==> src/rtl/fpu_types_pkg.sv <==
// Shared half-precision types and constants for the FPU datapath, plus the
// divider's state and flag types.
package fpu_types_pkg;

  localparam int HALF_FLOAT_W    = 16;
  localparam int HALF_EXPONENT_W = 5;
  localparam int HALF_FRACTION_W = 10;
  localparam int HALF_EXP_BIAS   = 15;

  localparam logic [HALF_FLOAT_W-1:0] HALF_ZERO = 16'h0000;
  localparam logic [HALF_FLOAT_W-1:0] HALF_QNAN = 16'hFFFF;

  typedef logic [HALF_EXPONENT_W-1:0] exp_t;
  typedef logic [HALF_FRACTION_W:0]   mant_t;  // includes the hidden bit

  typedef enum logic [2:0] {
    IDLE   = 3'd0,
    PREP   = 3'd1,
    DIVIDE = 3'd2,
    ROUND  = 3'd3,
    DONE   = 3'd4
  } div_state_t;

  typedef struct packed {
    logic invalid;
    logic div_by_zero;
    logic overflow;
    logic underflow;
  } fp_flags_t;

  function automatic logic is_nan(input logic [HALF_FLOAT_W-1:0] x);
    return (&x[14:10]) & (|x[9:0]);
  endfunction

  function automatic logic is_inf(input logic [HALF_FLOAT_W-1:0] x);
    return (&x[14:10]) & ~(|x[9:0]);
  endfunction

  function automatic logic is_zero(input logic [HALF_FLOAT_W-1:0] x);
    return ~(|x[14:0]);
  endfunction

endpackage

==> src/rtl/lzc_10bit.sv <==
// Leading-zero count of a 10-bit fraction field; an all-zero input reports 10.
module lzc_10bit (
  input  logic [9:0] mant,
  output logic [3:0] count
);

  // Ascending scan: the highest set bit is the last to write the count.
  always_comb begin
    count = 4'd10;
    for (int i = 0; i < 10; i++) begin
      if (mant[i]) count = 4'(9 - i);
    end
  end

endmodule

==> src/rtl/float_div_16bit_seq.sv <==
// Iterative binary16 divider: restoring radix-2 mantissa division, one quotient
// bit per cycle, round-to-nearest-even, subnormal results flushed to zero.
module float_div_16bit_seq
  import fpu_types_pkg::*;
#(
  parameter int QBITS = 14,
  parameter int CNT_W = 4
) (
  input  logic                    CLK,
  input  logic                    RST,
  input  logic                    in_valid,
  output logic                    in_ready,
  input  logic [HALF_FLOAT_W-1:0] dividend,
  input  logic [HALF_FLOAT_W-1:0] divisor,
  output logic                    out_valid,
  input  logic                    out_ready,
  output logic [HALF_FLOAT_W-1:0] quotient,
  output logic [3:0]              flags,
  output div_state_t              dbg_state
);

  // Handshake: an input transfer happens on a rising edge where in_valid and
  // in_ready are both high; an output transfer on a rising edge where
  // out_valid and out_ready are both high. in_ready is high only in IDLE,
  // out_valid only in DONE, and quotient/flags never change while out_valid=1.

  div_state_t              state;
  logic [HALF_FLOAT_W-1:0] a_q, b_q;
  logic                    sign_q;
  logic signed [6:0]       e_q;
  mant_t                   m2_q;
  logic [11:0]             rem_q;
  logic [QBITS-1:0]        q_q;
  logic [CNT_W-1:0]        cnt_q;
  fp_flags_t               flags_q;

  assign flags     = flags_q;
  assign dbg_state = state;

  // Operand decode and normalisation.
  logic [3:0]        lzc_a, lzc_b;
  exp_t              ea_raw, eb_raw;
  mant_t             m1_norm, m2_norm;
  logic signed [6:0] e1_s, e2_s, e_pre;
  logic              sign_pre;

  lzc_10bit u_lzc_a (.mant(a_q[9:0]), .count(lzc_a));
  lzc_10bit u_lzc_b (.mant(b_q[9:0]), .count(lzc_b));

  // A subnormal fraction with lzc leading zeros needs lzc+1 shifts to put its
  // leading one at the hidden-bit position; its true exponent is then -lzc.
  always_comb begin
    ea_raw   = a_q[14:10];
    eb_raw   = b_q[14:10];
    sign_pre = a_q[15] ^ b_q[15];
    if (ea_raw == '0) begin
      m1_norm = mant_t'({1'b0, a_q[9:0]} << (lzc_a + 4'd1));
      e1_s    = -$signed({3'b000, lzc_a});
    end else begin
      m1_norm = {1'b1, a_q[9:0]};
      e1_s    = $signed({2'b00, ea_raw});
    end
    if (eb_raw == '0) begin
      m2_norm = mant_t'({1'b0, b_q[9:0]} << (lzc_b + 4'd1));
      e2_s    = -$signed({3'b000, lzc_b});
    end else begin
      m2_norm = {1'b1, b_q[9:0]};
      e2_s    = $signed({2'b00, eb_raw});
    end
    e_pre = e1_s - e2_s + 7'(HALF_EXP_BIAS);
  end

  // Special-operand detection, in priority order.
  logic                    special;
  logic [HALF_FLOAT_W-1:0] special_res;
  fp_flags_t               special_flags;

  always_comb begin
    special       = 1'b1;
    special_res   = HALF_QNAN;
    special_flags = '0;
    if (is_nan(a_q) || is_nan(b_q) || (is_zero(a_q) && is_zero(b_q)) ||
        (is_inf(a_q) && is_inf(b_q))) begin
      special_res           = HALF_QNAN;
      special_flags.invalid = 1'b1;
    end else if (is_zero(b_q) && !is_inf(a_q)) begin
      special_res               = {sign_pre, 5'h1F, 10'h000};
      special_flags.div_by_zero = 1'b1;
    end else if (is_inf(a_q)) begin
      special_res = {sign_pre, 5'h1F, 10'h000};
    end else if (is_zero(a_q) || is_inf(b_q)) begin
      special_res = {sign_pre, HALF_ZERO[14:0]};
    end else begin
      special = 1'b0;
    end
  end

  // One restoring step.
  logic        rem_ge;
  logic [11:0] rem_sub;

  always_comb begin
    rem_ge  = rem_q >= {1'b0, m2_q};
    rem_sub = rem_ge ? (rem_q - {1'b0, m2_q}) : rem_q;
  end

  // Rounding: pick the 10 fraction bits below the leading quotient one.
  logic [9:0]              frac_pre;
  logic                    guard, sticky, round_up;
  logic [10:0]             frac_inc;
  logic signed [6:0]       e_adj, e_fin;
  logic [HALF_FLOAT_W-1:0] round_res;
  fp_flags_t               round_flags;

  always_comb begin
    if (q_q[QBITS-1]) begin
      frac_pre = q_q[QBITS-2 -: 10];
      guard    = q_q[QBITS-12];
      sticky   = (|q_q[QBITS-13:0]) | (|rem_q);
      e_adj    = e_q;
    end else begin
      frac_pre = q_q[QBITS-3 -: 10];
      guard    = q_q[QBITS-13];
      sticky   = (|q_q[QBITS-14:0]) | (|rem_q);
      e_adj    = e_q - 7'sd1;
    end
    round_up    = guard & (sticky | frac_pre[0]);
    frac_inc    = {1'b0, frac_pre} + {10'd0, round_up};
    e_fin       = frac_inc[10] ? (e_adj + 7'sd1) : e_adj;
    round_flags = '0;
    if (e_fin >= 7'sd31) begin
      round_res            = {sign_q, 5'h1F, 10'h000};
      round_flags.overflow = 1'b1;
    end else if (e_fin <= 7'sd0) begin
      round_res             = {sign_q, HALF_ZERO[14:0]};
      round_flags.underflow = 1'b1;
    end else begin
      round_res = {sign_q, e_fin[4:0], frac_inc[9:0]};
    end
  end

  always_ff @(posedge CLK) begin
    if (RST) begin
      state     <= IDLE;
      in_ready  <= 1'b1;
      out_valid <= 1'b0;
      quotient  <= HALF_ZERO;
      flags_q   <= '0;
      cnt_q     <= '0;
      a_q       <= '0;
      b_q       <= '0;
      sign_q    <= 1'b0;
      e_q       <= '0;
      m2_q      <= '0;
      rem_q     <= '0;
      q_q       <= '0;
    end else begin
      case (state)
        IDLE: begin
          if (in_valid && in_ready) begin
            a_q      <= dividend;
            b_q      <= divisor;
            flags_q  <= '0;
            in_ready <= 1'b0;
            state    <= PREP;
          end
        end
        PREP: begin
          sign_q <= sign_pre;
          e_q    <= e_pre;
          m2_q   <= m2_norm;
          rem_q  <= {1'b0, m1_norm};
          q_q    <= '0;
          cnt_q  <= '0;
          if (special) begin
            quotient  <= special_res;
            flags_q   <= special_flags;
            out_valid <= 1'b1;
            state     <= DONE;
          end else begin
            state <= DIVIDE;
          end
        end
        DIVIDE: begin
          rem_q <= {rem_sub[10:0], 1'b0};
          q_q   <= {q_q[QBITS-2:0], rem_ge};
          cnt_q <= cnt_q + CNT_W'(1);
          if (cnt_q == CNT_W'(QBITS - 1)) state <= ROUND;
        end
        ROUND: begin
          quotient  <= round_res;
          flags_q   <= round_flags;
          out_valid <= 1'b1;
          state     <= DONE;
        end
        DONE: begin
          if (out_ready) begin
            out_valid <= 1'b0;
            in_ready  <= 1'b1;
            state     <= IDLE;
          end
        end
        default: begin
          state     <= IDLE;
          in_ready  <= 1'b1;
          out_valid <= 1'b0;
        end
      endcase
    end
  end

endmodule

==> config.mk <==
export PLATFORM = sky130hd
export DESIGN_NAME = float_div_16bit_seq
export DESIGN_NICKNAME = d
export VERILOG_FILES = /design/src/rtl/fpu_types_pkg.sv /design/src/rtl/lzc_10bit.sv /design/src/rtl/float_div_16bit_seq.sv
export SDC_FILE = /design/constraint.sdc
export NUM_CORES = 1
export LEC_CHECK = 0
export BUFFER_PORTS_ARGS = -buffer_cell sky130_fd_sc_hd__clkbuf_2
export CAP_MARGIN = 20
export CORE_ASPECT_RATIO = 0.8
export CORE_MARGIN = 2
export CORE_UTILIZATION = 54
export DETAILED_ROUTE_END_ITERATION = 6
export GPL_TIMING_DRIVEN = 1
export PLACE_DENSITY = 0.78
export RECOVER_POWER = 50
export SLEW_MARGIN = 20
export SYNTH_ARGS = -nofsm -noshare
export SYNTH_HDL_FRONTEND = slang
export SYNTH_HIERARCHICAL = 1
export SYNTH_SLANG_ARGS = --single-unit
==> constraint.sdc <==
create_clock -name CLK -period 10.3 [get_ports CLK]
set_input_delay 0.515 -clock CLK [delete_from_list [all_inputs] [get_ports CLK]]
set_output_delay 0.515 -clock CLK [all_outputs]
set_load 0.02 [all_outputs]
==> results.sh, run 1 <==
export IMPL_layout_cells_non_filler=1128
export IMPL_drc=0
export IMPL_whs_path_depth=3
export IMPL_hp_class="primary input to flop"
export IMPL_ys_top_cells_by_area="dfxtp_1, nand2_1, nor2_1"
export IMPL_synth_xor_area_share_pct=4.407
export IMPL_dr_pass1_iters=6
export IMPL_violations="capacitance limit, slew limit"
export IMPL_worstMarginPinSlew_ns=4.267
export IMPL_async_reset_ff_share_pct=0
export IMPL_yosys_mux_area_fraction_pct=5.544
export IMPL_holdWs_ns=0.3741
export IMPL_synth_simple_gate_area_share_pct=23.02
export IMPL_post_route_period_util_pct=43.54
export IMPL_die_w_um=132.7
export IMPL_initialDrtViolationCount=605
export IMPL_final_core_util_pct=60.20
export IMPL_cts_root_buffer="clkbuf_16"
export IMPL_cts_inserted_buffers=9
export IMPL_rr_endpoint="e_q[6]$_SDFFE_PP0P_"
export IMPL_layout_drive_gt1_share_pct=10.28
export IMPL_antenna_found_initial=0
export IMPL_power_density_mw_per_mm2=253.5
export IMPL_peakVddDrop_mv=0.1207
export IMPL_rows=37
export IMPL_cp_end_kind="flop"
export IMPL_synth_top_area_share_pct=29.66
export IMPL_avgRoutedWirePerCell_um=16.39
export IMPL_core_area_mm2=0.01292
export IMPL_finalSetupViolations=0
export IMPL_required_ns=10.55
export IMPL_ant_nets=0
export IMPL_track_usage_pct=26.28
export IMPL_clk_latency_ns=0.35
export IMPL_cts_max_level=3
export IMPL_post_cts_resized=0
export IMPL_reg2reg_depth=15
export IMPL_p_leak_nw=3.051
export IMPL_setup_ws_ns=5.816
export IMPL_criticalPathCategory="primary input to flop"
export IMPL_synthAdderAreaFrac_pct=5.981
export IMPL_cp_data_arrival_time_ns=4.73
export IMPL_yosys_warnings=6
export IMPL_post_dp_hpwl_um=13280
export IMPL_rsz0062_at_grt="false"
export IMPL_syn_avg_cell_area_um2=7.718
export IMPL_insertedDiodeCount=0
export IMPL_cts_hold_buf=0
export IMPL_synth_compound_gate_area_share_pct=25.97
export IMPL_clock_sinks=106
export IMPL_place_congestion=0.9277
export IMPL_grt_pass1_vias=6128
export IMPL_fin_skew_ns=0.006832
export IMPL_rrSetupSlack_ns=6.23
export IMPL_synth_edf_count=0
export IMPL_yosysSeqAreaShare_pct=29.66
export IMPL_cts_buffer_depth=2
export IMPL_synthFlopType="dfxtp_1"
export IMPL_post_drt_via_cell_ratio=6.060
export IMPL_port_buffer_count=60
export IMPL_min_period_ns=4.484
export IMPL_crit_reg2reg_launch="b_q[4]$_SDFFE_PP0P_"
export IMPL_cts_setup_buffers=0
export IMPL_synth_largest_area_cell="dfxtp_1"
export IMPL_io_pins=61
export IMPL_dp_cells=1112
export IMPL_grt_first_pass_wirelength_um=30600
export IMPL_nNetsFinal=1017
export IMPL_ys_seq_elements=106
export IMPL_grt_max_degree=97
export IMPL_pre_cts_ws_ns=6.381
export IMPL_die_y_um=107.0
export IMPL_start_util_pct=55.39
export IMPL_outcome="complete, but fails checks"
export IMPL_min_to="b_q[15]$_SDFFE_PP0P_"
export IMPL_tns_ns=0
export IMPL_final_hold_violation_count=0
export IMPL_gr_total_overflow=0
export IMPL_synth_cell_type_count=77
export IMPL_synth_net_count=996
export IMPL_clk_pin_slew_ns=0.08
export IMPL_synth_cells=927
export IMPL_relSlewSlack_pct=-184.4
export IMPL_nFillCells=1196
export IMPL_crit_path_start_kind="primary input"
export IMPL_num_vias=6836
export IMPL_syn_area_mm2=0.007154
export IMPL_hp_start="divisor[15]"
export IMPL_routed_wl_um=18490
export IMPL_die_area_mm2=0.01419
export IMPL_drv_cap=1
export IMPL_regArea_mm2=0.002122
export IMPL_cts_tree="done"
export IMPL_syn_to_final_growth_pct=8.674
export IMPL_synth_top_family_by_area="compound AO/OA/AOI/OAI gates"
export IMPL_maxSlewViolCount=97
export IMPL_fmax_mhz=223.0
export IMPL_multi_input_area_mm2=0.004658
export IMPL_crit_fanout=96
[cells in the final DEF (no fill, tap or decap), types with 9 or more instances in the layout]
cell type	synthesis	layout
nand4_1	9	9
nor3_1	16	16
xnor2_1	26	26
o211ai_1	10	10
clkbuf_2	0	34
clkbuf_16	0	9
nor4_1	12	11
a21oi_1	82	82
dfxtp_1	106	106
nand2_1	132	132
inv_1	39	39
o21ai_0	32	32
mux2_2	11	11
nor2_1	111	110
nor2b_1	9	9
xor2_1	10	10
clkbuf_1	51	26
ha_1	31	31
a221oi_1	13	13
mux2i_1	25	25
nand3_1	17	17
a22oi_1	19	19
a211oi_1	25	25
[sequential cells by signal, indices dropped and copies added, names as in the netlist, 4 cells and up]
| signal | flops |
|---|---|
| m2_q | 11 |
| quotient | 16 |
| cnt_q | 4 |
| q_q | 14 |
| b_q | 16 |
| flags | 4 |
| e_q | 7 |
| rem_q | 12 |
| a_q | 16 |
[layout make-up]
cell class | count | area share, %
timing repair buffer | 69 | 4.281
clock buffer | 9 | 2.897
inverter | 39 | 1.883
clock inverter | 7 | 0.9173
tap | 175 | 2.816
sequential | 106 | 27.29
multi-input combinational | 723 | 59.91
[per-stage QoR]
step / instance area, um2 / power, W
6_report: 7775 / 0.001971
5_1_grt: 7775 / 0.002119
4_1_cts: 7810 / 0.001959
3_5_place_dp: 7513 / 0.001602
3_3_place_gp: 7513 / 0.001585
2_1_floorplan: 7154 / 0.001372
[per-layer routing]
layer / part of all wire (%) / track usage (%) / vias to the layer above
met2: 43 / 39.49 / 224
met3: 6.5 / 4.681 / 34
met4: 2.1 / 8.372 / 0
li1: - / - / 3405
met1: 49 / 38.16 / 3173
met5: 0 / 0 / -
[worst max-delay path, cell delays in order]
cell and delay (ns):
buf_2 0.07, clkbuf_1 2.95, nor2_1 0.67, o221a_2 0.49
[cell families (layout without fill, tap and decap cells)]
group           Yosys count  count (layout)
buf+inv                  98             124
simple gates            352             352
flops                   106             106
compound gates          265             265
xor+xnor                 36              36
fa+ha+maj                33              33
mux                      37              37
[cell usage after synthesis (4+ instances only)]
library cell,count
nand2_1,132
nor2_1,111
dfxtp_1,106
a21oi_1,82
clkbuf_1,51
inv_1,39
o21ai_0,32
ha_1,31
xnor2_1,26
a211oi_1,25
mux2i_1,25
a22oi_1,19
nand3_1,17
nor3_1,16
a221oi_1,13
nor4_1,12
mux2_2,11
o211ai_1,10
xor2_1,10
nand4_1,9
nor2b_1,9
a21o_1,8
and2_1,8
a2111oi_0,7
a21boi_0,6
a31oi_1,6
nand2b_1,6
o211a_1,6
o21bai_1,5
or4_1,5
and3_1,4
buf_2,4
o21a_1,4
o221a_2,4
or2_2,4
[worst max-delay path by stage]
| stage | start | end | cells after the start | slack (ns) |
|---|---|---|---|---|
| after floorplan | b_q[4]$_SDFFE_PP0P_ | e_q[5]$_SDFFE_PP0P_ | 19 | 6.05 |
| after global placement | b_q[2]$_SDFFE_PP0P_ | e_q[5]$_SDFFE_PP0P_ | 16 | 6.53 |
| after detailed placement | b_q[4]$_SDFFE_PP0P_ | e_q[5]$_SDFFE_PP0P_ | 16 | 6.38 |
| after CTS | b_q[4]$_SDFFE_PP0P_ | e_q[5]$_SDFFE_PP0P_ | 16 | 6.36 |
| after global routing | RST | quotient[7]$_SDFFE_PP0P_ | 4 | 5.40 |
| final | RST | quotient[7]$_SDFFE_PP0P_ | 4 | 5.82 |
[power by group]
part,switching (W),internal (W)
registers,0.0000643,0.000454
clock network,0.000174,0.000172
logic,0.000669,0.000437
total,0.000907,0.00106
(Power assumes the default switching activity.)
==> run 2, diff against run 1 <==
==> constraint.sdc (replaced) <==
create_clock -name CLK -period 4.14 [get_ports CLK]
set_input_delay 0.207 -clock CLK [delete_from_list [all_inputs] [get_ports CLK]]
set_output_delay 0.207 -clock CLK [all_outputs]
set_load 0.02 [all_outputs]
==> results.sh, run 2 (synthesis gave the netlist of run 1 again) <==
export IMPL_cts_setup_buffers=0
export IMPL_port_buffer_count=60
export IMPL_top_regs="a_q x16, b_q x16, quotient x16"
export IMPL_routed_wl_um=18350
export IMPL_pre_cts_ws_ns=0.4652
export IMPL_start_util_pct=55.39
export IMPL_fin_skew_ns=0.01296
export IMPL_top_usage_layer="met2"
export IMPL_cts_root_buffer="clkbuf_16"
export IMPL_cts_inserted_buffers=9
export IMPL_min_to="b_q[6]$_SDFFE_PP0P_"
export IMPL_syn_to_final_growth_pct=9.619
export IMPL_criticalPathCategory="flop to flop"
export IMPL_ant_nets=0
export IMPL_nNetsFinal=1024
export IMPL_place_congestion=0.9816
export IMPL_relSlewSlack_pct=8.519
export IMPL_peakVddDrop_mv=0.2991
export IMPL_crit_reg2reg_launch="q_q[13]$_SDFFE_PP0P_"
export IMPL_cts_tree="done"
export IMPL_post_drt_via_cell_ratio=6.046
export IMPL_cts_buffer_depth=2
export IMPL_reg2reg_depth=11
export IMPL_core_area_mm2=0.01292
export IMPL_avgRoutedWirePerCell_um=16.17
export IMPL_final_hold_violation_count=0
export IMPL_grt_max_degree=51
export IMPL_drc=0
export IMPL_maxSlewViolCount=0
export IMPL_antenna_found_initial=0
export IMPL_cp_end_kind="flop"
export IMPL_insertedDiodeCount=0
export IMPL_cts_max_level=3
export IMPL_drv_cap=0
export IMPL_tns_ns=0
export IMPL_die_y_um=107.0
export IMPL_hp_class="primary input to flop"
export IMPL_cp_data_arrival_time_ns=4.12
export IMPL_num_vias=6862
export IMPL_final_cell_mix="nand2_1, nor2_1, dfxtp_1"
export IMPL_grt_pass1_vias=6128
export IMPL_outcome="finished clean"
export IMPL_rrSetupSlack_ns=0.32
export IMPL_clk_latency_ns=0.36
export IMPL_gr_total_overflow=0
export IMPL_initialDrtViolationCount=630
export IMPL_crit_path_start_kind="flop"
export IMPL_rr_endpoint="quotient[1]$_SDFFE_PP0P_"
export IMPL_use_met1_pct=38.72
export IMPL_post_route_period_util_pct=92.17
export IMPL_power_density_mw_per_mm2=629.8
export IMPL_hp_start="divisor[6]"
export IMPL_setup_ws_ns=0.3243
export IMPL_post_cts_resized=0
export IMPL_grt_first_pass_wirelength_um=30590
export IMPL_whs_path_depth=3
export IMPL_worstMarginPinSlew_ns=1.372
export IMPL_layout_drive_gt1_share_pct=10.52
export IMPL_io_pins=61
export IMPL_p_leak_nw=3.084
export IMPL_rsz0062_at_grt="false"
export IMPL_fmax_mhz=262.1
export IMPL_rows=37
export IMPL_die_area_mm2=0.01419
export IMPL_grtUsageMet2_pct=40.90
export IMPL_min_period_ns=3.816
export IMPL_dr_pass1_iters=5
export IMPL_final_common_cell="nand2_1"
export IMPL_track_usage_pct=26.29
export IMPL_cts_hold_buf=0
export IMPL_finalSetupViolations=0
export IMPL_die_w_um=132.7
export IMPL_crit_fanout=16
export IMPL_clock_sinks=106
export IMPL_post_dp_hpwl_um=13410
export IMPL_clk_pin_slew_ns=0.09
export IMPL_use_met3_pct=3.735
export IMPL_required_ns=4.44
-- run 2: worst max-delay path by stage --
stage,slack [ns],endpoint,cells past startpoint,from
final,0.32,quotient[1]$_SDFFE_PP0P_,11,q_q[13]$_SDFFE_PP0P_
after global routing,0.006,quotient[1]$_SDFFE_PP0P_,11,q_q[13]$_SDFFE_PP0P_
after CTS,0.42,quotient[1]$_SDFFE_PP0P_,11,q_q[13]$_SDFFE_PP0P_
after detailed placement,0.47,quotient[1]$_SDFFE_PP0P_,11,q_q[13]$_SDFFE_PP0P_
after global placement,0.64,quotient[7]$_SDFFE_PP0P_,11,q_q[13]$_SDFFE_PP0P_
after floorplan,0.03,e_q[5]$_SDFFE_PP0P_,19,b_q[4]$_SDFFE_PP0P_
-- run 2: through the flow --
step | instances | hold WS [ns] | instance area [um2] | util, % | total power (W)
floorplan | 927 | 0.3430 | 7157 | - | 0.003415
global placement | 1119 | 0.4304 | 7564 | 58.56 | 0.003981
detailed placement | 1119 | 0.4350 | 7564 | 58.56 | 0.004004
CTS | 1135 | 0.05202 | 7890 | 61.09 | 0.004917
global route | 1135 | 0.06057 | 7843 | 60.72 | 0.005328
finish | 1135 | 0.05552 | 7843 | 60.72 | 0.004940
-- run 2: critical path, cell delays in order (launching register included) --
cell and delay [ns]:
dfxtp_1 0.40, buf_4 0.24, o21ai_0 0.25, ha_1 0.27
nand3_1 0.18, nor4b_4 0.44, o2111a_1 0.36, mux4_2 0.51
nor2_1 0.16, a211oi_2 0.09, o41ai_4 0.54, o221a_2 0.31
-- run 2: power breakdown --
part	switching, W	internal (W)
clock network	0.000460	0.000441
registers	0.000163	0.00113
logic	0.00164	0.00111
total	0.00226	0.00268
-- run 2: area by class of cell --
cell class	instances	area (um2)
clock inverters	7	101.3
fillers	1165	5074
clock buffers	9	225.2
well taps	175	219.0
flip-flops and latches	106	2122
inverters	39	146.4
repair buffers	76	377.9
multi-input cells	723	4651
-- run 2: routing by layer --
metal / up-vias / wire, um
li1: 3416 / -
met1: 3188 / 9129
met2: 229 / 8013
met3: 29 / 978
met4: 0 / 229
met5: - / 0
